<file path="config.mk">
export PLATFORM = sky130hd
export DESIGN_NAME = cpu_branch_resolver_flat
export DESIGN_NICKNAME = d
export VERILOG_FILES = /design/src/rtl/cpu_branch_resolver_if.sv /design/src/rtl/cpu_branch_resolver.sv /design/src/flat_wrapper.sv
export SDC_FILE = /design/constraint.sdc
export NUM_CORES = 1
export LEC_CHECK = 0
export ABC_AREA = 1
export CAP_MARGIN = 0
export CORE_UTILIZATION = 30
export DETAILED_ROUTE_END_ITERATION = 16
export PLACE_DENSITY_LB_ADDON = 0.2
export SLEW_MARGIN = 15
export SYNTH_ARGS = -nofsm -noshare
export SYNTH_HDL_FRONTEND = slang
export SYNTH_SLANG_ARGS = --single-unit
</file>
<file path="constraint.sdc">
create_clock -name i_clk -period 3.11 [get_ports i_clk]
set_clock_uncertainty 0.15 [all_clocks]
set_input_delay 0.622 -clock i_clk [delete_from_list [all_inputs] [get_ports i_clk]]
set_output_delay 0.622 -clock i_clk [all_outputs]
set_load 0.03 [all_outputs]
</file>
<file path="src/rtl/cpu_branch_resolver_if.sv">
// Fetch/execute-facing bundle of cpu_branch_resolver: prediction push, resolve and redirect.
// Signal names keep the block's original port names so existing connections map one-to-one.
interface cpu_branch_resolver_if #(
    parameter int unsigned QUEUE_DEPTH = 4,
    localparam int unsigned CNT_W = $clog2(QUEUE_DEPTH) + 1
);
    logic             i_push_valid;
    logic [31:0]      i_push_pred_pc;
    logic             o_push_ready;
    logic             i_resolve_valid;
    logic [31:0]      i_actual_pc;
    logic             o_redirect;
    logic [31:0]      o_redirect_pc;
    logic [CNT_W-1:0] o_count;
    logic             o_resolve_err;
    logic [31:0]      o_resolved_cnt;
    logic [31:0]      o_mispredict_cnt;

    // Pipeline side: drives pushes/resolves, observes redirect and status.
    modport master (
        output i_push_valid, i_push_pred_pc, i_resolve_valid, i_actual_pc,
        input  o_push_ready, o_redirect, o_redirect_pc, o_count, o_resolve_err,
               o_resolved_cnt, o_mispredict_cnt
    );

    modport slave (
        input  i_push_valid, i_push_pred_pc, i_resolve_valid, i_actual_pc,
        output o_push_ready, o_redirect, o_redirect_pc, o_count, o_resolve_err,
               o_resolved_cnt, o_mispredict_cnt
    );
endinterface

</file>
<file path="src/rtl/cpu_branch_resolver.sv">
// In-order queue of predicted next PCs checked against execute; mismatch flushes and redirects.
// Optional resolve/mispredict statistics counters enabled by macro BRANCH_RESOLVER_STATS_EN.
module cpu_branch_resolver #(
    parameter int unsigned QUEUE_DEPTH = 4
) (
    input logic                  i_clk,
    input logic                  i_rst_n,
    cpu_branch_resolver_if.slave bus
);
    localparam int unsigned CNT_W = $clog2(QUEUE_DEPTH) + 1;
    localparam int unsigned PTR_W = $clog2(QUEUE_DEPTH);

    typedef enum logic {
        RUN,
        REDIRECT
    } state_t;

    state_t           state_q;
    logic [PTR_W-1:0] wptr_q;
    logic [PTR_W-1:0] rptr_q;
    logic [CNT_W-1:0] count_q;
    logic [31:0]      mem_q [QUEUE_DEPTH];
    logic             redirect_q;
    logic [31:0]      redirect_pc_q;
    logic             err_q;

    logic             push_ready;
    logic             push_fire;
    logic             pop_valid;
    logic             mismatch;
    logic             match;
    logic             empty_resolve;

    always_comb begin
        push_ready    = (state_q == RUN) && (count_q != CNT_W'(QUEUE_DEPTH));
        push_fire     = bus.i_push_valid && push_ready;
        pop_valid     = (state_q == RUN) && bus.i_resolve_valid && (count_q != '0);
        mismatch      = pop_valid && (mem_q[rptr_q] != bus.i_actual_pc);
        match         = pop_valid && !mismatch;
        empty_resolve = (state_q == RUN) && bus.i_resolve_valid && (count_q == '0);
    end

    // Contents need no reset: pointers and count define which entries are live.
    always_ff @(posedge i_clk) begin
        if (push_fire) begin
            mem_q[wptr_q] <= bus.i_push_pred_pc;
        end
    end

    always_ff @(posedge i_clk or negedge i_rst_n) begin
        if (!i_rst_n) begin
            state_q       <= RUN;
            wptr_q        <= '0;
            rptr_q        <= '0;
            count_q       <= '0;
            redirect_q    <= 1'b0;
            redirect_pc_q <= '0;
            err_q         <= 1'b0;
        end else begin
            case (state_q)
                RUN: begin
                    redirect_q <= 1'b0;
                    err_q      <= empty_resolve;
                    if (mismatch) begin
                        // Flush everything, including a push landing this same cycle.
                        wptr_q        <= '0;
                        rptr_q        <= '0;
                        count_q       <= '0;
                        redirect_q    <= 1'b1;
                        redirect_pc_q <= bus.i_actual_pc;
                        state_q       <= REDIRECT;
                    end else begin
                        if (push_fire) begin
                            wptr_q <= wptr_q + PTR_W'(1);
                        end
                        if (match) begin
                            rptr_q <= rptr_q + PTR_W'(1);
                        end
                        count_q <= count_q + CNT_W'(push_fire) - CNT_W'(match);
                    end
                end
                REDIRECT: begin
                    redirect_q <= 1'b0;
                    err_q      <= 1'b0;
                    state_q    <= RUN;
                end
                default: begin
                    state_q <= RUN;
                end
            endcase
        end
    end

`ifdef BRANCH_RESOLVER_STATS_EN
    logic [31:0] resolved_cnt_q;
    logic [31:0] mispredict_cnt_q;

    always_ff @(posedge i_clk or negedge i_rst_n) begin
        if (!i_rst_n) begin
            resolved_cnt_q   <= '0;
            mispredict_cnt_q <= '0;
        end else begin
            if (pop_valid) begin
                resolved_cnt_q <= resolved_cnt_q + 32'd1;
            end
            if (mismatch) begin
                mispredict_cnt_q <= mispredict_cnt_q + 32'd1;
            end
        end
    end

    assign bus.o_resolved_cnt   = resolved_cnt_q;
    assign bus.o_mispredict_cnt = mispredict_cnt_q;
`else
    assign bus.o_resolved_cnt   = '0;
    assign bus.o_mispredict_cnt = '0;
`endif

    assign bus.o_push_ready  = push_ready;
    assign bus.o_redirect    = redirect_q;
    assign bus.o_redirect_pc = redirect_pc_q;
    assign bus.o_count       = count_q;
    assign bus.o_resolve_err = err_q;
endmodule

</file>
<file path="src/flat_wrapper.sv">
// flat-port wrapper written by rule: the top's interface ports become plain ports
module cpu_branch_resolver_flat 
#(
    parameter int unsigned QUEUE_DEPTH = 4
)
  (i_clk, i_rst_n, bus_i_push_valid, bus_i_push_pred_pc, bus_i_resolve_valid, bus_i_actual_pc, bus_o_push_ready, bus_o_redirect, bus_o_redirect_pc, bus_o_count, bus_o_resolve_err, bus_o_resolved_cnt, bus_o_mispredict_cnt);
  cpu_branch_resolver_if #(.QUEUE_DEPTH(QUEUE_DEPTH)) bus_i ();
  input logic i_clk;
  input logic i_rst_n;
  input wire logic [$bits(bus_i.i_push_valid)-1:0] bus_i_push_valid;
  input wire logic [$bits(bus_i.i_push_pred_pc)-1:0] bus_i_push_pred_pc;
  input wire logic [$bits(bus_i.i_resolve_valid)-1:0] bus_i_resolve_valid;
  input wire logic [$bits(bus_i.i_actual_pc)-1:0] bus_i_actual_pc;
  output wire logic [$bits(bus_i.o_push_ready)-1:0] bus_o_push_ready;
  output wire logic [$bits(bus_i.o_redirect)-1:0] bus_o_redirect;
  output wire logic [$bits(bus_i.o_redirect_pc)-1:0] bus_o_redirect_pc;
  output wire logic [$bits(bus_i.o_count)-1:0] bus_o_count;
  output wire logic [$bits(bus_i.o_resolve_err)-1:0] bus_o_resolve_err;
  output wire logic [$bits(bus_i.o_resolved_cnt)-1:0] bus_o_resolved_cnt;
  output wire logic [$bits(bus_i.o_mispredict_cnt)-1:0] bus_o_mispredict_cnt;
  assign bus_i.i_push_valid = bus_i_push_valid;
  assign bus_i.i_push_pred_pc = bus_i_push_pred_pc;
  assign bus_i.i_resolve_valid = bus_i_resolve_valid;
  assign bus_i.i_actual_pc = bus_i_actual_pc;
  assign bus_o_push_ready = bus_i.o_push_ready;
  assign bus_o_redirect = bus_i.o_redirect;
  assign bus_o_redirect_pc = bus_i.o_redirect_pc;
  assign bus_o_count = bus_i.o_count;
  assign bus_o_resolve_err = bus_i.o_resolve_err;
  assign bus_o_resolved_cnt = bus_i.o_resolved_cnt;
  assign bus_o_mispredict_cnt = bus_i.o_mispredict_cnt;
  cpu_branch_resolver #(.QUEUE_DEPTH(QUEUE_DEPTH)) u_core (.i_clk(i_clk), .i_rst_n(i_rst_n), .bus(bus_i));
endmodule
</file>
Word-level counts from Yosys, hierarchy flattened
Memories as Yosys holds them, arrays and structs flattened.
Index checks and enable logic that the tools add are counted.
W data, S select, Z words.
{ "word_totals": {"latch_bits": 0, "inputBits": 68, "rom_bits": 0, "reg_bits": 41, "elab_cells": 39, "ramBits": 128, "n_memories": 1, "output_inout_bits": 102} }
{ "memory_table": {"columns": ["memory", "depth", "word_bits", "rd", "rd_clocked_by_memory_dff", "write_ports", "line", "rtl"], "rows": [
  ["u_core.mem_q", 4, 32, 1, 0, 1, "cpu_branch_resolver.sv:22", "logic [31:0] mem_q [QUEUE_DEPTH];"]
]} }
{ "classes": {"n_eq_ne": 2, "bitwise_logic": 1, "n_div": 0, "shift": 0, "reduce_logical": 15, "magnitude_cmp": 0, "n_mux": 10, "multipliers": 0, "n_addsub": 4} }
{ "ops": {"columns": ["cell", "n"], "rows": [
  ["$ne A32 B32 Y1", 1],
  ["$mux W2", 4],
  ["$logic_and A1 B1 Y1", 7],
  ["$reduce_and A2 Y1", 3],
  ["$add A2 B1 Y2 const B", 2],
  ["$pmux W1 S2", 2],
  ["$reduce_bool A2 Y1", 2],
  ["$add A3 B1 Y3", 1],
  ["$logic_not A3 Y1", 1],
  ["$mux W1", 3],
  ["$mux W3", 1],
  ["$ne A3 B3 Y1 const B", 1],
  ["$reduce_bool A3 Y1", 1],
  ["$sub A3 B1 Y3", 1],
  ["$logic_not A1 Y1", 1],
  ["$not A1 Y1", 1]
]} }

Longest topological paths before layout
Gate-level depths: netlist of run 1.
{ "logic_depth": {"word_depth": 8, "mapped_depth": 23, "depth_no_buf": 22} }

Worst setup path before layout of run 1
Ideal clock, no wire load.
{ "synth_path": {"path_type": "register to register", "from": "register u_core.count_q[1] (netlist: u_core.bus.o_count[1])", "to": "memory u_core.mem_q[0][0], enable pin", "path_stages_with_launch": 5, "slack_ps": -480, "arrival_ps": 3019, "period_less_slack_ps": 3590, "required_time_ps": 2539, "setup_time_ps": 421, "path_buffers": 0, "path_cell_list": "dfrtp_1 inv_1 a31oi_1 nand2_1 nor2_1"} }
{ "synth_via": {"elab_chain_cells": 5} }
{ "synth_lines": {"columns": ["item", "line", "rtl"], "rows": [
  ["start, declared", "cpu_branch_resolver.sv:21", "logic [CNT_W-1:0] count_q;"],
  ["start signal, assigned", "cpu_branch_resolver.sv:79", "count_q <= count_q + CNT_W'(push_fire) - CNT_W'(match);"],
  ["$ne A3 B3 Y1", "cpu_branch_resolver.sv:35", "push_ready = (state_q == RUN) && (count_q != CNT_W'(QUEUE_DEPTH));"],
  ["$logic_and A1 B1 Y1", "cpu_branch_resolver.sv:35", null],
  ["net bus_o_push_ready", "flat_wrapper.sv:14", "output wire logic [$bits(bus_i.o_push_ready)-1:0] bus_o_push_ready;"],
  ["$logic_and A1 B1 Y1", "cpu_branch_resolver.sv:36", "push_fire = bus.i_push_valid && push_ready;"],
  ["$mux W1", "cpu_branch_resolver.sv:45", "if (push_fire) begin"],
  ["$mux W1 (not written as such)", "cpu_branch_resolver.sv:46", "mem_q[wptr_q] <= bus.i_push_pred_pc;"],
  ["end, declared", "cpu_branch_resolver.sv:22", null]
]} }
The timed path passes the listed nets, and every way through them passes these cells.

Worst setup path after layout of run 1
{ "layout_path": {"from": "register u_core.rptr_q[0]", "to": "register u_core.count_q[2] (netlist: u_core.bus.o_count[2])"} }
{ "layout_via": {"elab_chain_cells": 7} }
{ "layout_lines": {"columns": ["item", "line", "rtl"], "rows": [
  ["start, declared", "cpu_branch_resolver.sv:20", "logic [PTR_W-1:0] rptr_q;"],
  ["start signal, assigned", "cpu_branch_resolver.sv:77", "rptr_q <= rptr_q + PTR_W'(1);"],
  ["$mem_v2 Z4 W32 (*)", null, null],
  ["$ne A32 B32 Y1 (*)", "cpu_branch_resolver.sv:38", "mismatch = pop_valid && (mem_q[rptr_q] != bus.i_actual_pc);"],
  ["$logic_and A1 B1 Y1 (*)", "cpu_branch_resolver.sv:38", null],
  ["$logic_not A1 Y1", "cpu_branch_resolver.sv:39", "match = pop_valid && !mismatch;"],
  ["$logic_and A1 B1 Y1", "cpu_branch_resolver.sv:39", null],
  ["$sub A3 B1 Y3", "cpu_branch_resolver.sv:79", null],
  ["$mux W3 (*)", "cpu_branch_resolver.sv:64", "if (mismatch) begin"]
]} }
Every way passes the cells marked *; elsewhere a longest branch is shown, timed or not.
A chain may end at the register's enable or synchronous reset.

==> results of run 1 <==
==> repair_timing <==
action / in CTS / in global routing
gates cloned: 4 / 0
endpoints found under the setup margin: 2 / 2
pin swaps: 5 / 43
gates resized for setup: 43 / 102
setup buffers: 8 / 5
==> power groups by stage <==
stage                     Clock, mW  Sequential, mW  Combinational (mW)
after floorplan                   0            3.63                1.70
after global placement            0            3.22                3.49
after detailed placement          0            3.22                3.51
after CTS                      2.14            3.19                3.80
after global routing           2.22            3.25                4.39
final                          2.08            3.20                3.99
==> path summary, 6_finish.rpt <==
check,startpoint,to,slack [ns]
max,u_core.rptr_q[0]$_DFFE_PN0P_,u_core.bus.o_count[2]$_DFFE_PN0N_,-0.02
min,i_rst_n,u_core.bus.o_redirect_pc[31]$_DFFE_PN0P_,0.05
max reg2reg,u_core.rptr_q[0]$_DFFE_PN0P_,u_core.bus.o_count[2]$_DFFE_PN0N_,-0.02
min reg2reg,u_core.bus.o_redirect_pc[18]$_DFFE_PN0P_,u_core.bus.o_redirect_pc[18]$_DFFE_PN0P_,0.34
max in group asynchronous,i_rst_n,u_core.rptr_q[0]$_DFFE_PN0P_,2.14
min in group i_clk,u_core.bus.o_redirect_pc[18]$_DFFE_PN0P_,u_core.bus.o_redirect_pc[18]$_DFFE_PN0P_,0.34
==> cell usage in the layout (no fill, tap or decap), types with 3 or more instances in the layout <==
cell	netlist	layout
nand2_4	1	7
nand3_2	0	47
inv_6	0	9
inv_1	52	47
ha_1	6	4
clkbuf_16	0	17
nand2_2	0	31
buf_4	71	49
clkdlybuf4s50_1	0	104
conb_1	1	64
inv_2	2	5
nor2_1	18	6
buf_6	1	4
nor2_2	0	9
o21ai_0	13	10
dfrtp_1	41	40
buf_12	0	19
nand3_1	109	60
o21ai_1	22	24
nand2_1	272	235
edfxtp_1	128	128
nor2_4	0	3
==> kinds of logic (layout without fill, tap and decap cells) <==
family | count (synthesis) | in the layout | share of synthesized area
XOR/XNOR | 2 | 2 | 0.00228
AND/OR/NAND/NOR | 401 | 401 | 0.215
flip-flops | 169 | 169 | 0.635
other | 1 | 64 | 0.000489
buffers and inverters | 146 | 266 | 0.110
AO/OA/AOI/OAI | 38 | 38 | 0.0249
adder cells (fa/ha/maj) | 7 | 7 | 0.0124
==> state kept, by name, summed over array words and instances, names as in the netlist <==
register and flops:
u_core.bus.o_count 3, u_core.bus.o_redirect_pc 32, u_core.bus.o_resolve_err 1, u_core.mem_q 128, u_core.rptr_q 2, u_core.state_q 1
u_core.wptr_q 2
==> metrics by stage <==
step                      TNS [ns]  setup WS, ns  power, mW
final                      -0.0156       -0.0156       9.27
after global placement      -0.792        -0.445       6.72
after detailed placement    -0.842        -0.454       6.74
after floorplan             -61.48        -0.480       5.33
after CTS                        0       0.00330       9.13
after global routing        -0.435        -0.228       9.86
==> cell type report <==
class,count,area (sq um)
clock buffer,17,425
timing repair buffer,180,1900
inverter,54,213
sequential,169,4870
clock inverter,15,154
multi-input combinational,512,2660
tap,330,413
fill,2394,14500
==> metal layers <==
layer	up-vias	share of wire
met5	-	0
met4	0	0.0087
met3	17	0.046
met2	162	0.50
met1	2568	0.45
li1	2736	-
==> flow_metrics.py, run 1 <==
metrics = {
    "global_routing": {
        "grtUsageTotal": 0.151,
        "top_usage_layer": "met2",
        "grt_pass1_wl_mm": 29.1,
        "grt_use_met2": 0.258,
        "use_met3": 0.0304,
        "grt_pass1_vias": 5159,
        "grt-ovfl-total": 0,
        "grt_use_met1": 0.194,
        "antenna_found_initial": 0,
        "grt_max_degree": 39,
    },
    "floorplanning": {
        "core_sq_um": 25100,
        "die_area_sq_um": 26200,
        "start_util": 0.306,
        "io_pins": 170,
        "fp-row-count": 58,
        "die_width_um": 162,
        "die_y_um": 162,
    },
    "logic_synthesis": {
        "yosysUniqueCellTypes": 22,
        "ys_seq_area_frac": 0.635,
        "syn_area_per_cell_sq_um": 10.0,
        "ys.flop_type": "edfxtp_1",
        "yosysTopAreaCell": "edfxtp_1",
        "synth_area_sq_um": 7670,
        "synth_edf_count": 128,
        "synthCells": 764,
        "synth_most_common_cell": "nand2_1",
        "ys_top_cells_by_area": "edfxtp_1, dfrtp_1, nand2_1",
        "async_flop_share": 0.243,
        "synth_common_cells": "nand2_1, edfxtp_1, nand3_1",
        "ys_seq_elements": 169,
        "yosysWarnings": 0,
        "synth_top_area_frac": 0.501,
    },
    "clock_network": {
        "cts_tree": "done",
        "cts_max_level": 4,
        "clkTransAtPathRegs_ns": 0.07,
        "clockRootBuffer": "clkbuf_16",
        "clock_latency_ns": 0.43,
        "clock_tree.buffer_depth": 2,
        "cts_made_buffers": 17,
        "cts_hold_buf": 0,
        "cts_num_sinks": 169,
    },
    "sta": {
        "setup_slack_ns": -0.0156,
        "worst_slew_pin_slew_ns": 0.605,
        "hold_ws_ns": 0.0475,
        "setup_viol": 1,
        "slew_violations": 0,
        "rsz0062_at_grt": "yes",
        "final.period_utilization": 1.01,
        "relSlewSlack": 0.596,
        "hold_viol_final": 0,
        "fmax_mhz": 320,
        "layout_min_cycle_time_ns": 3.13,
    },
    "setup_path": {
        "worstPathMaxFanout": 7,
        "worstPathRequired_ns": 3.28,
        "slowest_delay_ns": 0.48,
        "worstPathArrival_ns": 3.29,
        "critPathLaunchType": "flip-flop",
        "cp.depth": 23,
        "critPathSlowestCell": "dfrtp_2",
        "criticalPathCategory": "flip-flop to flip-flop",
        "crit_path_cell_trace": "inv_8 > buf_12 > buf_12 > nand2_4 > nand3_4 > nand2_1 > nand2_1 > nand2_2 > nand2_4 > nor2_4 > nand2_2 > nor2_4 > nand3_2 > inv_2 > ha_4 > inv_4 > ha_4 > inv_2 > fa_2 > o21ai_2 > a21oi_2 > nand2_1 > o21ai_1",
        "reg2reg_depth": 23,
        "cp_top_family": "simple AND/OR/NAND/NOR gates",
        "cp_common_cell": "nand2_1",
        "end_kind": "flip-flop",
        "path_buf_inv": 6,
    },
    "status": {
        "outcome": "finished with violations",
        "violations": "setup timing",
    },
    "placed_design": {
        "dpl-instance-area_sq_um": 9370,
        "dp_hpwl_mm": 12.6,
        "place.gp.congestion": 0.758,
        "portBuffers": 105,
        "dp.cells": 1234,
    },
    "route": {
        "routed_wl_mm": 19.0,
        "first_pass_iters": 4,
        "drt_iter0_drc": 262,
        "via_per_inst": 4.29,
        "wl_per_cell_um": 14.9,
        "drc": 0,
        "vias": 5483,
        "detail-route-antenna-nets": 0,
    },
    "hold_path": {
        "hold_class": "input port to async pin",
    },
    "power": {
        "p_seq_frac": 0.345,
        "pwr-share-clk": 0.225,
        "p_sw_mw": 3.57,
        "p_comb_frac": 0.430,
        "power_density_nw_per_um2": 872,
        "leakagePower_nw": 4.49,
        "ir_worst_vdd_uv": 359,
        "switching_share": 0.385,
        "intPower_mw": 5.70,
    },
    "final_layout": {
        "antenna_cells": 0,
        "drive_above_1_share": 0.231,
        "nets": 1009,
        "area_growth_pct": 38.5,
        "fin_util": 0.423,
        "fin_cells": 1277,
        "design_area_sq_um": 10600,
    },
    "job": {
        "cap_violations": 0,
    },
}
Power figures use the tool's default switching activity.
==> run 2, diff against run 1 <==
CAP_MARGIN = 15   (was 0)
==> results of run 2 <==
The final DEF is identical to that of run 1; final timing and power are the same.
==> variant 1, RTL diff (config.mk and constraints of run 2) <==
`QUEUE_DEPTH` is set to 4 in 3 places; all go to 2.
--- a/src/rtl/cpu_branch_resolver_if.sv
+++ b/src/rtl/cpu_branch_resolver_if.sv
@@ -3,3 +3,3 @@
 interface cpu_branch_resolver_if #(
-    parameter int unsigned QUEUE_DEPTH = 4,
+    parameter int unsigned QUEUE_DEPTH = 2,
     localparam int unsigned CNT_W = $clog2(QUEUE_DEPTH) + 1
--- a/src/rtl/cpu_branch_resolver.sv
+++ b/src/rtl/cpu_branch_resolver.sv
@@ -3,3 +3,3 @@
 module cpu_branch_resolver #(
-    parameter int unsigned QUEUE_DEPTH = 4
+    parameter int unsigned QUEUE_DEPTH = 2
 ) (
--- a/src/flat_wrapper.sv
+++ b/src/flat_wrapper.sv
@@ -3,3 +3,3 @@
 #(
-    parameter int unsigned QUEUE_DEPTH = 4
+    parameter int unsigned QUEUE_DEPTH = 2
 )
Ports: changed (resized bus_o_count); port bits go from 170 to 169. No check against the original RTL was run, so the function may have changed too.
==> variant 1 against run 2 <==
- maximum frequency rose by 8.8%
- worst setup slack improved by 0.25 ns
- non-clock buffer count fell by 61
- die area fell by 33%
- cell area fell by 38%
- combinational power fell by 49%
- final cell count fell by 29%
- critical path type unchanged
- highest routed layer unchanged
- sequential cell count fell by 67
- synthesized area fell by 33%
- power fell by 43%
- via count fell by 30%
- routed wire length fell by 34%
==> variant 1: results (changes against run 2) <==
Async S/R FF share, synth = 0.373 (+0.130)
port bufs = 104 (-0.95%)
worst reg2reg path endpoint = u_core.bus.o_count[1]$_DFFE_PN0N_
sw power = 0.00195 W (-45%)
Clk Latency, worst-skew pair = 0.35 ns (-0.08 ns)
vias per cell = 4.22 (-1.8%)
FF-to-FF path depth = 16 (-30%)
top post-synthesis cells by count = 248 x nand2_1, 68 x buf_4, 64 x edfxtp_1
vias in the first global route = 3555 (-31%)
aggregate global-route resource usage = 0.148 (-0.00269)
Clock Power Share = 0.230 (+0.005)
total CTS buffers = 9 (-8)
worst reg-to-reg setup slack = 0.24 ns (+0.25 ns)
first-pass GRT wire length = 19600 um (-33%)
arrival time worst endpoint = 3.01 ns (-0.28 ns)
Pleak = 3.08 nW (-31%)
synth top area cells = edfxtp_1 38%, dfrtp_1 19%, nand2_1 18%
M1 GR Usage = 0.188 (-0.00533)
met2 Usage GRT = 0.243 (-0.0154)
Layout Nets = 754 (-25%)
crit-path max cell delay = 0.45 ns (-0.03 ns)
Fill cells = 1639 (-32%)
DP Area = 6230 um2 (-33%)
Routed WL = 12600 um (-34%)
crit-path max FO = 11 (+4)
GR met3 Demand/Resource = 0.0460 (+0.0156)
htree depth = 3 (-1)
status = completed
initial detailed-routing violation count = 161 (-39%)
peak supply drop = 0.000423 V (+18%)
DR WL/cell = 13.9 um (-6.9%)
Avg Inst Size Synth = 8.98 um2 (-11%)
DP HPWL = 9030 um (-28%)
Post-synth EDFFs = 64 (-50%)
## variant 1: worst max-delay path: cells and delay by family, from the launching register on
kind	cells	cell delay (ns)
adders and majority gates	2	0.40
xor gates and xnor gates	2	0.28
and+or+nand+nor	10	1.28
DFF	1	0.45
buffers and inverters	2	0.26
## variant 1: kinds of logic after synthesis
family	Yosys count	share of synthesized area
AOI/OAI and AO/OA	2	0.00244
xor gates and xnor gates	2	0.00342
adders and majority gates	2	0.00489
buffers and inverters	125	0.152
DFF	102	0.561
other	1	0.000732
and+or+nand+nor	336	0.276
## variant 1: metal layers
| layer | up-vias | wire, um |
|---|---|---|
| met2 | 148 | 5930 |
| met3 | 10 | 851 |
| met4 | 0 | 144 |
| met1 | 1768 | 5690 |
| li1 | 1907 | - |
| met5 | - | 0 |
## variant 1: metrics by stage
step / utilization / setup TNS (ns) / hold slack [ns] / worst slack, ns
after global placement: 0.375 / -0.101 / 0.307 / -0.101
after global routing: 0.395 / 0 / 0.334 / 0.000161
after detailed placement: 0.375 / -0.119 / 0.307 / -0.119
after CTS: 0.394 / 0 / 0.325 / 0.101
final: 0.395 / 0 / 0.291 / 0.238
after floorplan: - / 0 / 0.176 / 0.225
## variant 1: final cells by class
type / count / area [um2] / share of cell area
sequential: 102 / 2870 / 0.437
timing repair buffer: 119 / 1200 / 0.183
clock buffer: 9 / 225 / 0.0343
timing repair inverter: 1 / 5.00 / 0.000761
tap: 220 / 275 / 0.0419
multi-input combinational: 406 / 1720 / 0.262
inverter: 45 / 174 / 0.0265
clock inverter: 7 / 96.3 / 0.0147
## variant 1: what timing repair did
item | 4_1_cts | 5_1_grt
endpoints found under the setup margin | 0 | 1
setup buffers | 0 | 1
hold buffers | 0 | 0
endpoints found under the hold margin | 0 | 0
gates resized for setup | 0 | 4
==> variant 2, RTL diff (settings of run 2) <==
Made on the original files. Add a define of `BRANCH_RESOLVER_STATS_EN`.
--- a/src/rtl/cpu_branch_resolver.sv
+++ b/src/rtl/cpu_branch_resolver.sv
@@ -2,2 +2,4 @@
 // Optional resolve/mispredict statistics counters enabled by macro BRANCH_RESOLVER_STATS_EN.
+`define BRANCH_RESOLVER_STATS_EN
+
 module cpu_branch_resolver #(
Behaviour: not the same (a bounded check fails within 4 cycles, from zero or initial values and one cycle with i_rst_n low).
==> variant 2 against run 2 <==
- cell area increased by 38%
- sequential cell count up 64
- power up 26%
- routed wire length up 54%
- worst setup slack worse by 0.14 ns
- the run still ends with setup timing left
- synthesized area increased by 38%
- sequential share of layout area is 1.6 points lower
- worst hold slack better by 0.28 ns
- largest power group is now sequential cells
==> variant 2: results (changes against run 2) <==
status = finished, violations left
failing checks = setup timing
DP HPWL = 20100 um (+60%)
Pleak = 6.26 nW (+39%)
post-CTS sizing = 27 (-37%)
Async S/R FF share, synth = 0.451 (+0.208)
Layout Nets = 1434 (+42%)
placed cell count = 1768 (+43%)
Clock Power Share = 0.287 (+0.062)
Hold Crit Class = reg -> reg
htree depth = 1 (-3)
total CTS buffers = 27 (+10)
post-synthesis sequential area ratio = 0.609 (-0.0251)
number of setup buffers added after CTS = 9 (+1)
top post-synthesis cells by count = 430 x nand2_1, 128 x edfxtp_1, 120 x nand3_1
vias per cell = 4.48 (+4.4%)
final hold slack = 0.323 ns (+0.276 ns)
met2 Usage GRT = 0.270 (+0.0123)
Yosys cell types = 27 (+23%)
metal2 WL = 13500 um (+43%)
synth top area cells = edfxtp_1 36%, dfrtp_1 25%, nand2_1 15%
initial antenna violation count = 4 (+4)
Clk Latency, worst-skew pair = 0.55 ns (+0.12 ns)
initial detailed-routing violation count = 387 (+48%)
DP Area = 13200 um2 (+41%)
register share of total power = 0.357 (+0.012)
met1 WL = 13600 um (+59%)
first-pass GRT wire length = 46100 um (+58%)
Post-Syn Instances = 1125 (+47%)
vias in the first global route = 8232 (+60%)
largest net degree at the start of global routing = 60 (+54%)
hold buffer count at cts = 1 (+1)
layout cells sized above 1 = 0.134 (-0.0969)
crit-path max FO = 14 (+7)
fin worst setup slack = -0.154 ns (-0.139 ns)
GPL Wtd Cong = 0.897 (+18%)
aggregate global-route resource usage = 0.164 (+0.0134)
uppermost layer routed = met5
# setup viols final = 2 (+1)
worst rel slew slack = 0.590 (-0.00636)
## variant 2: logic make-up after synthesis
kind of cell	after synthesis	share of synthesized area
simple gates	662	0.258
flops	233	0.609
buf+inv	115	0.0496
xor+xnor	62	0.0511
compound gates	44	0.0209
fa+ha+maj	9	0.0113
## variant 2: final cells by class
| type | count | area [um2] |
|---|---|---|
| inverters | 79 | 302 |
| clock buffers | 33 | 728 |
| flip-flops and latches | 233 | 6470 |
| well taps | 455 | 569 |
| fillers | 3436 | 20100 |
| diodes | 1 | 2.50 |
| repair buffers | 239 | 2460 |
| multi-input cells | 777 | 3880 |
| clock inverters | 16 | 210 |
## variant 2: per-stage QoR
step            util  TNS [ns]  worst slack (ns)
2_1_floorplan      -    -54.63            -0.427
3_3_place_gp   0.381     -1.16            -0.544
3_5_place_dp   0.381     -1.28            -0.593
4_1_cts        0.414    -0.211            -0.137
5_1_grt        0.421    -0.664            -0.335
6_report       0.421    -0.281            -0.154
